===== src/rtl/input_fifo_rx.sv =====
// Router input-port receive buffer: answers upstream RTS (DRTS) with a one-cycle CTS,
// queues flits in a circular buffer, pops on any local grant. Optional err flag: FIFO_RX_ERR_EN.
module input_fifo_rx #(
    parameter int unsigned DATA_WIDTH = 32,
    parameter int unsigned DEPTH      = 4
) (
    input  logic                  clk,
    input  logic                  rst,
    input  logic                  DRTS,
    input  logic [DATA_WIDTH-1:0] RX,
    output logic                  CTS,
    input  logic                  read_en_N,
    input  logic                  read_en_E,
    input  logic                  read_en_W,
    input  logic                  read_en_S,
    input  logic                  read_en_L,
    output logic [DATA_WIDTH-1:0] Data_out,
    output logic                  empty,
    output logic                  full
`ifdef FIFO_RX_ERR_EN
    ,
    output logic                  err
`endif
);

    localparam int unsigned PTR_W = (DEPTH > 1) ? $clog2(DEPTH) : 1;
    localparam logic [PTR_W:0] FULL_COUNT = (PTR_W + 1)'(DEPTH);

    logic [DATA_WIDTH-1:0] mem [DEPTH];
    logic [PTR_W-1:0]      rd_ptr;
    logic [PTR_W-1:0]      wr_ptr;
    logic [PTR_W:0]        count;
    logic                  read_en;
    logic                  do_write;
    logic                  do_pop;

    assign read_en  = read_en_N | read_en_E | read_en_W | read_en_S | read_en_L;
    assign do_write = CTS & DRTS;
    assign do_pop   = read_en & ~empty;

    assign empty    = (count == '0);
    assign full     = (count == FULL_COUNT);
    assign Data_out = empty ? '0 : mem[rd_ptr];

    // The ~CTS term spaces handshakes two cycles apart, so full cannot rise
    // between issuing CTS and the write it grants.
    always_ff @(posedge clk) begin
        if (rst) begin
            CTS    <= 1'b0;
            rd_ptr <= '0;
            wr_ptr <= '0;
            count  <= '0;
        end else begin
            CTS <= DRTS & ~CTS & ~full;
            if (do_write) begin
                wr_ptr <= wr_ptr + PTR_W'(1);
            end
            if (do_pop) begin
                rd_ptr <= rd_ptr + PTR_W'(1);
            end
            count <= count + (PTR_W + 1)'(do_write) - (PTR_W + 1)'(do_pop);
        end
    end

    // Storage is deliberately not reset.
    always_ff @(posedge clk) begin
        if (do_write && !rst) begin
            mem[wr_ptr] <= RX;
        end
    end

`ifdef FIFO_RX_ERR_EN
    logic [2:0] n_rd;

    assign n_rd = 3'(read_en_N) + 3'(read_en_E) + 3'(read_en_W) + 3'(read_en_S) + 3'(read_en_L);

    always_ff @(posedge clk) begin
        if (rst) begin
            err <= 1'b0;
        end else if ((read_en && empty) || (n_rd > 3'd1)) begin
            err <= 1'b1;
        end
    end
`endif

endmodule


===== config.mk =====
export PLATFORM = sky130hd
export DESIGN_NAME = input_fifo_rx
export DESIGN_NICKNAME = d
export VERILOG_FILES = /design/src/rtl/input_fifo_rx.sv
export SDC_FILE = /design/constraint.sdc
export NUM_CORES = 1
export LEC_CHECK = 0
export ABC_CLOCK_PERIOD_IN_PS = 5200
export CAP_MARGIN = 10
export CORE_AREA = 2 2 120 122
export DETAILED_ROUTE_END_ITERATION = 8
export DIE_AREA = 0 0 122 124
export PLACE_DENSITY = 0.61
export SYNTH_ARGS = -nofsm -noshare
export SYNTH_HDL_FRONTEND = slang
export SYNTH_SLANG_ARGS = --single-unit
export TNS_END_PERCENT = 100

===== constraint.sdc =====
create_clock -name clk -period 5.2 [get_ports clk]
set_input_delay 1.04 -clock clk [delete_from_list [all_inputs] [get_ports clk]]
set_output_delay 1.04 -clock clk [all_outputs]
set_load 0.05 [all_outputs]

Yosys cells after proc, flatten, opt, wreduce, memory -nomap -nowiden
Memories as Yosys holds them, arrays and structs flattened. A register that Yosys moved wholly into a read port is not among the register bits. Cells that the tools add are included.

Register bits: 8. RAM bits: 128. Output and inout port bits: 35. Memories: 1.

Add/subtract/negate cells: 4. Eq/ne operators: 1. Mux-type cells: 5. Bitwise operators: 11. Reduce and logical (&&, ||, !) cells: 3.

Memories: mem (words 4, width 32, read ports 1, clocked after Yosys merged registers in 1, write ports 1, line 29) `logic [DATA_WIDTH-1:0] mem [DEPTH];`.

Operator list (number): 32-bit two-way mux (1); 2-bit by 1-bit adder with 2-bit output, second input constant (2); 1-bit AND (4); 2-bit two-way mux (2); 1-bit bitwise OR (4); 3-bit by 1-bit adder with 3-bit output (1); 3-bit == test, second input constant (1); 3-bit logical NOT (1); 1-bit NOT (3); 3-bit by 1-bit subtractor with 3-bit output (1); 1-bit two-way mux (2); 1-bit logical AND (1); 1-bit logical NOT (1).

Depth between registers and ports, before layout
Gate-level depths: netlist of run 1.

Depth in word-level cells: 7. Mapped depth: 10. Depth with buffers taken out: 10.

Least setup slack after synthesis of run 1
OpenSTA, ideal clock, no wires.

Path type: in2reg. Start point: input read_en_E. End point: register count[2]. Data arrival time: 2.666 ns. Data required time: 5.122 ns. Slack: 2.456 ns. Cell stages on the path: 10. Cell sequence: nor3_1 a21oi_2 ha_1 inv_1 ha_1 inv_1 fa_1 xor2_1 and2_1 nor3_1.

Longest elaborated chain between the ends: 6.

RTL lines: from (decl) (line 13) `input logic read_en_E,`; 1-bit bitwise OR (4 in a row) (line 37) `assign read_en = read_en_N | read_en_E | read_en_W | read_en_S | read_en_L;`; 1-bit AND (line 39) `assign do_pop = read_en & ~empty;`; named net do_pop (line 35) `logic do_pop;`; 3-bit by 1-bit subtractor with 3-bit output (line 61) `count <= count + (PTR_W + 1)'(do_write) - (PTR_W + 1)'(do_pop);`; to (signal assigned) (line 61); to (decl) (line 32) `logic [PTR_W:0] count;`.

The timed path passes the listed nets, and every way through them passes these cells. A chain may end at the register's enable or synchronous reset.

==> results.md, run 1 <==
- Post-CTS Setup Inserts: 0
- Seq/Total Area, Yosys: 73.96%
- Post_cts resized: 0
- Number of flops mapped to enable cells by yosys: 128
- Setup violators final: 0
- Clk pin slew, worst setup/hold paths: 0.06 ns
- Max-cap violations: 0
- CP bufs+invs: 2
- Number of global-route vias before repair: 2758
- Worst hold slack: 0.4782 ns
- Syn_area_per_cell: 21.36 µm²
- DP Cell Count: 501
- Die height: 124 µm
- Worst path arrival time: 2.99 ns
- Setup crit start kind: register
- Worst r2r src: count[1]
- Drt drc: 0
- Total GRT Usage: 13.49%
- DP HPWL: 5473 µm
- Nets: 387
- Count of input and output buffers: 74
- CTS tree: yes
- Worst Hold Class: reg -> reg
- Largest net degree at the start of global routing: 36
- Min cycle time layout: 4.028 ns
- Detail Route Antenna Nets: 0
- Leakage power: 2.237 nW
- WL final: 9541 µm
- Cell area after synthesis: 0.005468 mm²
- Crit-path max cell delay: 0.72 ns
- CP endpoint kind: primary output
- RD Place Congestion: 0.6525
- Final Cell Area: 0.006893 mm²
- Crit-path leading delay family: buffers and inverters
- Setup TNS: 0 ns
- Hold Startpoint: CTS
- N_diodes: 0
- Share of layout cells above drive strength 1: 21.88%
- Power Total: 4.014 mW
- Slowest-stage cell, CP: clkdlybuf4s50_1
- Status: finished, final reports clean
- Final Max Slew Viols: 0
- Setup Crit Path Kind: reg -> out
- Vias: 2574
- Fin. Hold Viols: 0
- Period utilization: 77.46%
- YS warnings: 0
- Iter 0 DRT Violations: 149
- Die area: 0.01513 mm²
- Die W: 122 µm
- Worst IR Drop VDD: 243.9 µV
- Later-pin clock latency in the skew report: 0.40 ns
- FP Rows: 43
- Clock Sinks: 138
- Htree depth: 4
- First-pass GRT wire length: 14770 µm
- Critical-path cell list: buf_4 -> mux4_2 -> nor2b_4 -> clkdlybuf4s50_1
- Relative slew margins: 36.93%
- Root Buffer: clkbuf_16
- Syn Inst Count: 256
- Syn nets: 303
- Async SR Flop Fraction: 0%
- GRT Residual Overflow: 0
- I/O pins: 75
- CTS Buf Count: 17
- Main synth FF type: edfxtp_1
- CORE AREA: 0.01372 mm²
- P&R area growth vs syn: 26.06%
- Crit-path max FO: 18
- Initial Utilization: 39.85%
- FMAX: 0.2483 GHz
- Vias per cell: 4.838
- Antenna violations before repair: 0
- First-pass DRT Iterations: 4
- Non-Filler Instances: 532
- Cts hold-fix bufs: 0
- Clock skew: 0.007083 ns
- Worst-Margin Slew: 0.9461 ns
- Maximum clock path buffer count: 2
- Fillers: 1136
- Mean routed wirelength per cell: 17.93 µm
- Placed cell area: 0.006351 mm²
- Pwr dens: 582.4 mW/mm²
- RSZ-0062 raised after global routing: no
- Synth cell types: 27
- #FFs+latches synth: 138
- CP required: 4.16 ns
[synthesized netlist by cell type, drive strengths merged, types with 2 or more instances]
| cell type | count | area, µm² |
|---|---|---|
| a21oi | 2 | 13.76 |
| and2 | 5 | 31.28 |
| buf | 8 | 93.84 |
| clkbuf | 3 | 11.26 |
| dfxtp | 10 | 200.2 |
| edfxtp | 128 | 3844 |
| ha | 6 | 75.07 |
| inv | 5 | 18.77 |
| mux2 | 3 | 33.78 |
| mux4 | 32 | 720.7 |
| nand2 | 2 | 7.510 |
| nor2 | 8 | 30.03 |
| nor2b | 34 | 295.3 |
| nor3 | 3 | 26.28 |
[state kept, by name (all words and copies together) (netlist names), named ones only]
name    count
mem       128
CTS         1
wr_ptr      2
count       3
rd_ptr      2
[through the flow]
step | setup slack, ns | util, %
6_report | 1.172 | 50.24
5_1_grt | 0.9553 | 50.24
4_1_cts | 1.055 | 50.24
3_5_place_dp | 1.497 | 46.29
3_3_place_gp | 1.525 | 46.29
2_1_floorplan | 2.456 | -
[cells by family after synthesis]
family,after synthesis,share of synthesized area (%)
AND/OR/NAND/NOR,55,7.529
buffers and inverters,16,2.265
adder cells (fa/ha/maj),7,1.739
AO/OA/AOI/OAI,3,0.3890
multiplexers,35,13.80
XOR/XNOR,2,0.3204
flip-flops,138,73.96
[final cells by class]
class,count,area (µm²),area share (%)
sequential,138,4046,58.70
multi-input combinational,102,1305,18.93
timing repair buffer,76,755.7,10.96
clock buffer,20,436.7,6.335
tap,180,225.2,3.267
clock inverter,11,105.1,1.525
inverter,5,18.77,0.2723
[power by group]
part | internal [mW] | total [mW] | leakage [nW] | switching (mW)
clock | 0.692 | 1.10 | 0.260 | 0.406
combinational | 0.651 | 1.57 | 0.742 | 0.916
sequential | 1.25 | 1.35 | 1.24 | 0.0970
total | 2.60 | 4.01 | 2.24 | 1.42
[placed cells by master, fill, tap and decap left out, types with 2 or more instances in the layout]
master | netlist | final
nor2b_1 | 23 | 23
mux2_1 | 3 | 3
mux4_2 | 32 | 32
clkdlybuf4s50_1 | 0 | 74
nor2_1 | 8 | 8
clkinv_2 | 0 | 3
and2_2 | 0 | 4
inv_1 | 5 | 5
buf_4 | 1 | 2
bufinv_16 | 0 | 2
clkinv_1 | 0 | 4
edfxtp_1 | 128 | 128
dfxtp_2 | 0 | 2
nand2_1 | 2 | 2
clkinvlp_4 | 0 | 2
ha_1 | 6 | 6
nor2b_4 | 11 | 11
nor3_1 | 2 | 2
dfxtp_1 | 10 | 8
clkbuf_16 | 0 | 17
clkbuf_1 | 3 | 3
[layer usage]
layer  routed length (µm)  track usage, %  up-vias
li1                     -               -     1175
met5                    0               0        -
met2                 4950           22.77       58
met3                  363           3.022       12
met1                 4063           16.58     1329
met4                  163           6.466        0
[path summary, 6_finish.rpt]
path	to	slack (ns)	depth (start not counted)
hold / removal	CTS	0.48	1
setup reg to reg	count[2]	2.58	11
setup / recovery	Data_out[28]	1.17	4
hold reg to reg	CTS	0.48	1
(Power assumes the default switching activity.)
==> inputs of run 2 (changes only) <==
--- a/config.mk
+++ b/config.mk
@@ -5,12 +5,12 @@
 export SDC_FILE = /design/constraint.sdc
 export NUM_CORES = 1
 export LEC_CHECK = 0
-export ABC_CLOCK_PERIOD_IN_PS = 5200
+export ABC_CLOCK_PERIOD_IN_PS = 3700
 export CAP_MARGIN = 10
 export CORE_AREA = 2 2 120 122
 export DETAILED_ROUTE_END_ITERATION = 8
 export DIE_AREA = 0 0 122 124
-export PLACE_DENSITY = 0.61
+export PLACE_DENSITY = 0.63
 export SYNTH_ARGS = -nofsm -noshare
 export SYNTH_HDL_FRONTEND = slang
 export SYNTH_SLANG_ARGS = --single-unit
==> constraint.sdc (replaced) <==
create_clock -name clk -period 3.7 [get_ports clk]
set_input_delay 0.74 -clock clk [delete_from_list [all_inputs] [get_ports clk]]
set_output_delay 0.74 -clock clk [all_outputs]
set_load 0.05 [all_outputs]
==> results.md, run 2 (same netlist as run 1, synthesis figures left out) <==
- Total GRT Usage: 14.23%
- CORE AREA: 0.01372 mm²
- Internal Power: 3.865 mW
- Number of global-route vias before repair: 2865
- Non-Filler Instances: 540
- Clk network pwr share: 29.4%
- CP required: 2.96 ns
- Share of layout cells above drive strength 1: 25.28%
- Pre-CTS setup slack: 0.6980 ns
- I/O pins: 75
- Top reg by flops: mem
- RD Place Congestion: 0.7285
- Power Total: 5.947 mW
- CTS tree: yes
- Final Max Slew Viols: 0
- Root Buffer: clkbuf_16
- Crit-path max cell delay: 0.71 ns
- Worst path arrival time: 2.64 ns
- Leakage power: 2.342 nW
- Fin. Hold Viols: 0
- Worst Hold Class: reg -> reg
- FMAX: 0.2962 GHz
- Mean routed wirelength per cell: 18.43 µm
- Worst hold slack: 0.5101 ns
- Critical-path cell list: buf_12 -> mux4_2 -> nor2b_1 -> clkdlybuf4s50_1
- Pwr dens: 836.2 mW/mm²
- Period utilization: 91.26%
- Status: finished, final reports clean
- RSZ-0062 raised after global routing: no
- Nets: 394
- Die W: 122 µm
- CTS Buf Count: 17
- FP Rows: 43
- Relative slew margins: 62.61%
- Clk pin slew, worst setup/hold paths: 0.05 ns
- Setup Crit Path Kind: reg -> out
- Register share of total power: 31.3%
- PnR worst setup slack: 0.3235 ns
- Cts hold-fix bufs: 0
- Top Registers: mem (128), count (3)
- DP Cell Count: 508
- CP endpoint kind: primary output
- Iter 0 DRT Violations: 145
- Clock skew: 0.006226 ns
- Setup TNS: 0 ns
- Largest net degree at the start of global routing: 31
- Crit-path leading delay family: buffers and inverters
- Detail Route Antenna Nets: 0
- Vias per cell: 4.911
- WL final: 9954 µm
- Slowest-stage cell, CP: clkdlybuf4s50_1
- Count of input and output buffers: 74
- Placed cell area: 0.006491 mm²
- Crit-path max FO: 18
- GRT Residual Overflow: 0
- Later-pin clock latency in the skew report: 0.41 ns
- Htree depth: 4
- Combinational share of power: 39.3%
- First-pass DRT Iterations: 4
- Clock Sinks: 138
- Die height: 124 µm
- N_diodes: 0
- DP HPWL: 6193 µm
- Most frequent cells in the layout: 128 x edfxtp_1, 74 x clkdlybuf4s50_1, 32 x mux4_2, 23 x nor2b_1, 17 x clkbuf_16
- Vias: 2652
- Final Cell Area: 0.007112 mm²
- Commonest non-fill, non-tap cell in the layout: edfxtp_1
- Post-Route Utilization: 51.84%
- Sw Share: 35.00%
- Max-cap violations: 0
- Setup crit start kind: register
- CP bufs+invs: 2
- Maximum clock path buffer count: 2
- Antenna violations before repair: 0
- Worst-Margin Slew: 0.5591 ns
- Post_cts resized: 0
- Min cycle time layout: 3.377 ns
- Setup violators final: 0
- P&R area growth vs syn: 30.07%
- P_sw: 2.082 mW
- Number of flip-flops in the largest register: 128
- Worst IR Drop VDD: 358.6 µV
- Die area: 0.01513 mm²
- First-pass GRT wire length: 15240 µm
- Drt drc: 0
- Initial Utilization: 39.85%
- Post-CTS Setup Inserts: 0
## run 2: cell types whose count changed in the layout (fill, tap and decap cells not counted)
cell and change:
buf_12 +7, inv_6 +4, clkbuf_1 -3, clkinv_1 -3, bufinv_16 +2, clkinv_2 +1, clkinv_4 +1, clkinvlp_4 -1
## run 2: per-layer routing
layer	vias to the layer above	track usage, %	part of all wire (%)
li1	1197	-	-
met1	1373	16.47	42
met2	70	24.76	52
met3	12	4.350	4.6
met4	0	5.819	1.4
met5	-	0	0
## run 2: final cells by class
| cell class | count | area, µm² |
|---|---|---|
| Clock buffer | 17 | 425.4 |
| Clock inverter | 15 | 195.2 |
| Fill cell | 1106 | 6608 |
| Inverter | 5 | 18.77 |
| Multi-Input combinational cell | 102 | 1305 |
| Sequential cell | 138 | 4046 |
| Tap cell | 180 | 225.2 |
| Timing Repair Buffer | 83 | 895.9 |
## run 2: worst reg2reg max path, delay by kind of cell (launching register included)
family	cells	cell delay, ns
xor+xnor	1	0.16
buf+inv	3	0.40
compound gates	1	0.09
fa+ha+maj	3	0.78
simple gates	3	0.54
flops	1	0.37
## run 2: final timing paths
path | from | endpoint | slack, ns | depth (start not counted)
worst max register to register | count[1] | count[2] | 1.29 | 11
worst min-delay path | CTS | CTS | 0.51 | 1
worst min register to register | CTS | CTS | 0.51 | 1
worst max-delay path | register | Data_out[6] | 0.32 | 4
## run 2: power by group through the flow
stage / clock [mW] / sequential [mW] / combinational, mW
3_5_place_dp: 0 / 1.90 / 2.37
5_1_grt: 1.85 / 1.87 / 2.47
2_1_floorplan: 0 / 1.83 / 1.75
6_report: 1.75 / 1.86 / 2.34
3_3_place_gp: 0 / 1.89 / 2.36
4_1_cts: 1.79 / 1.86 / 2.37
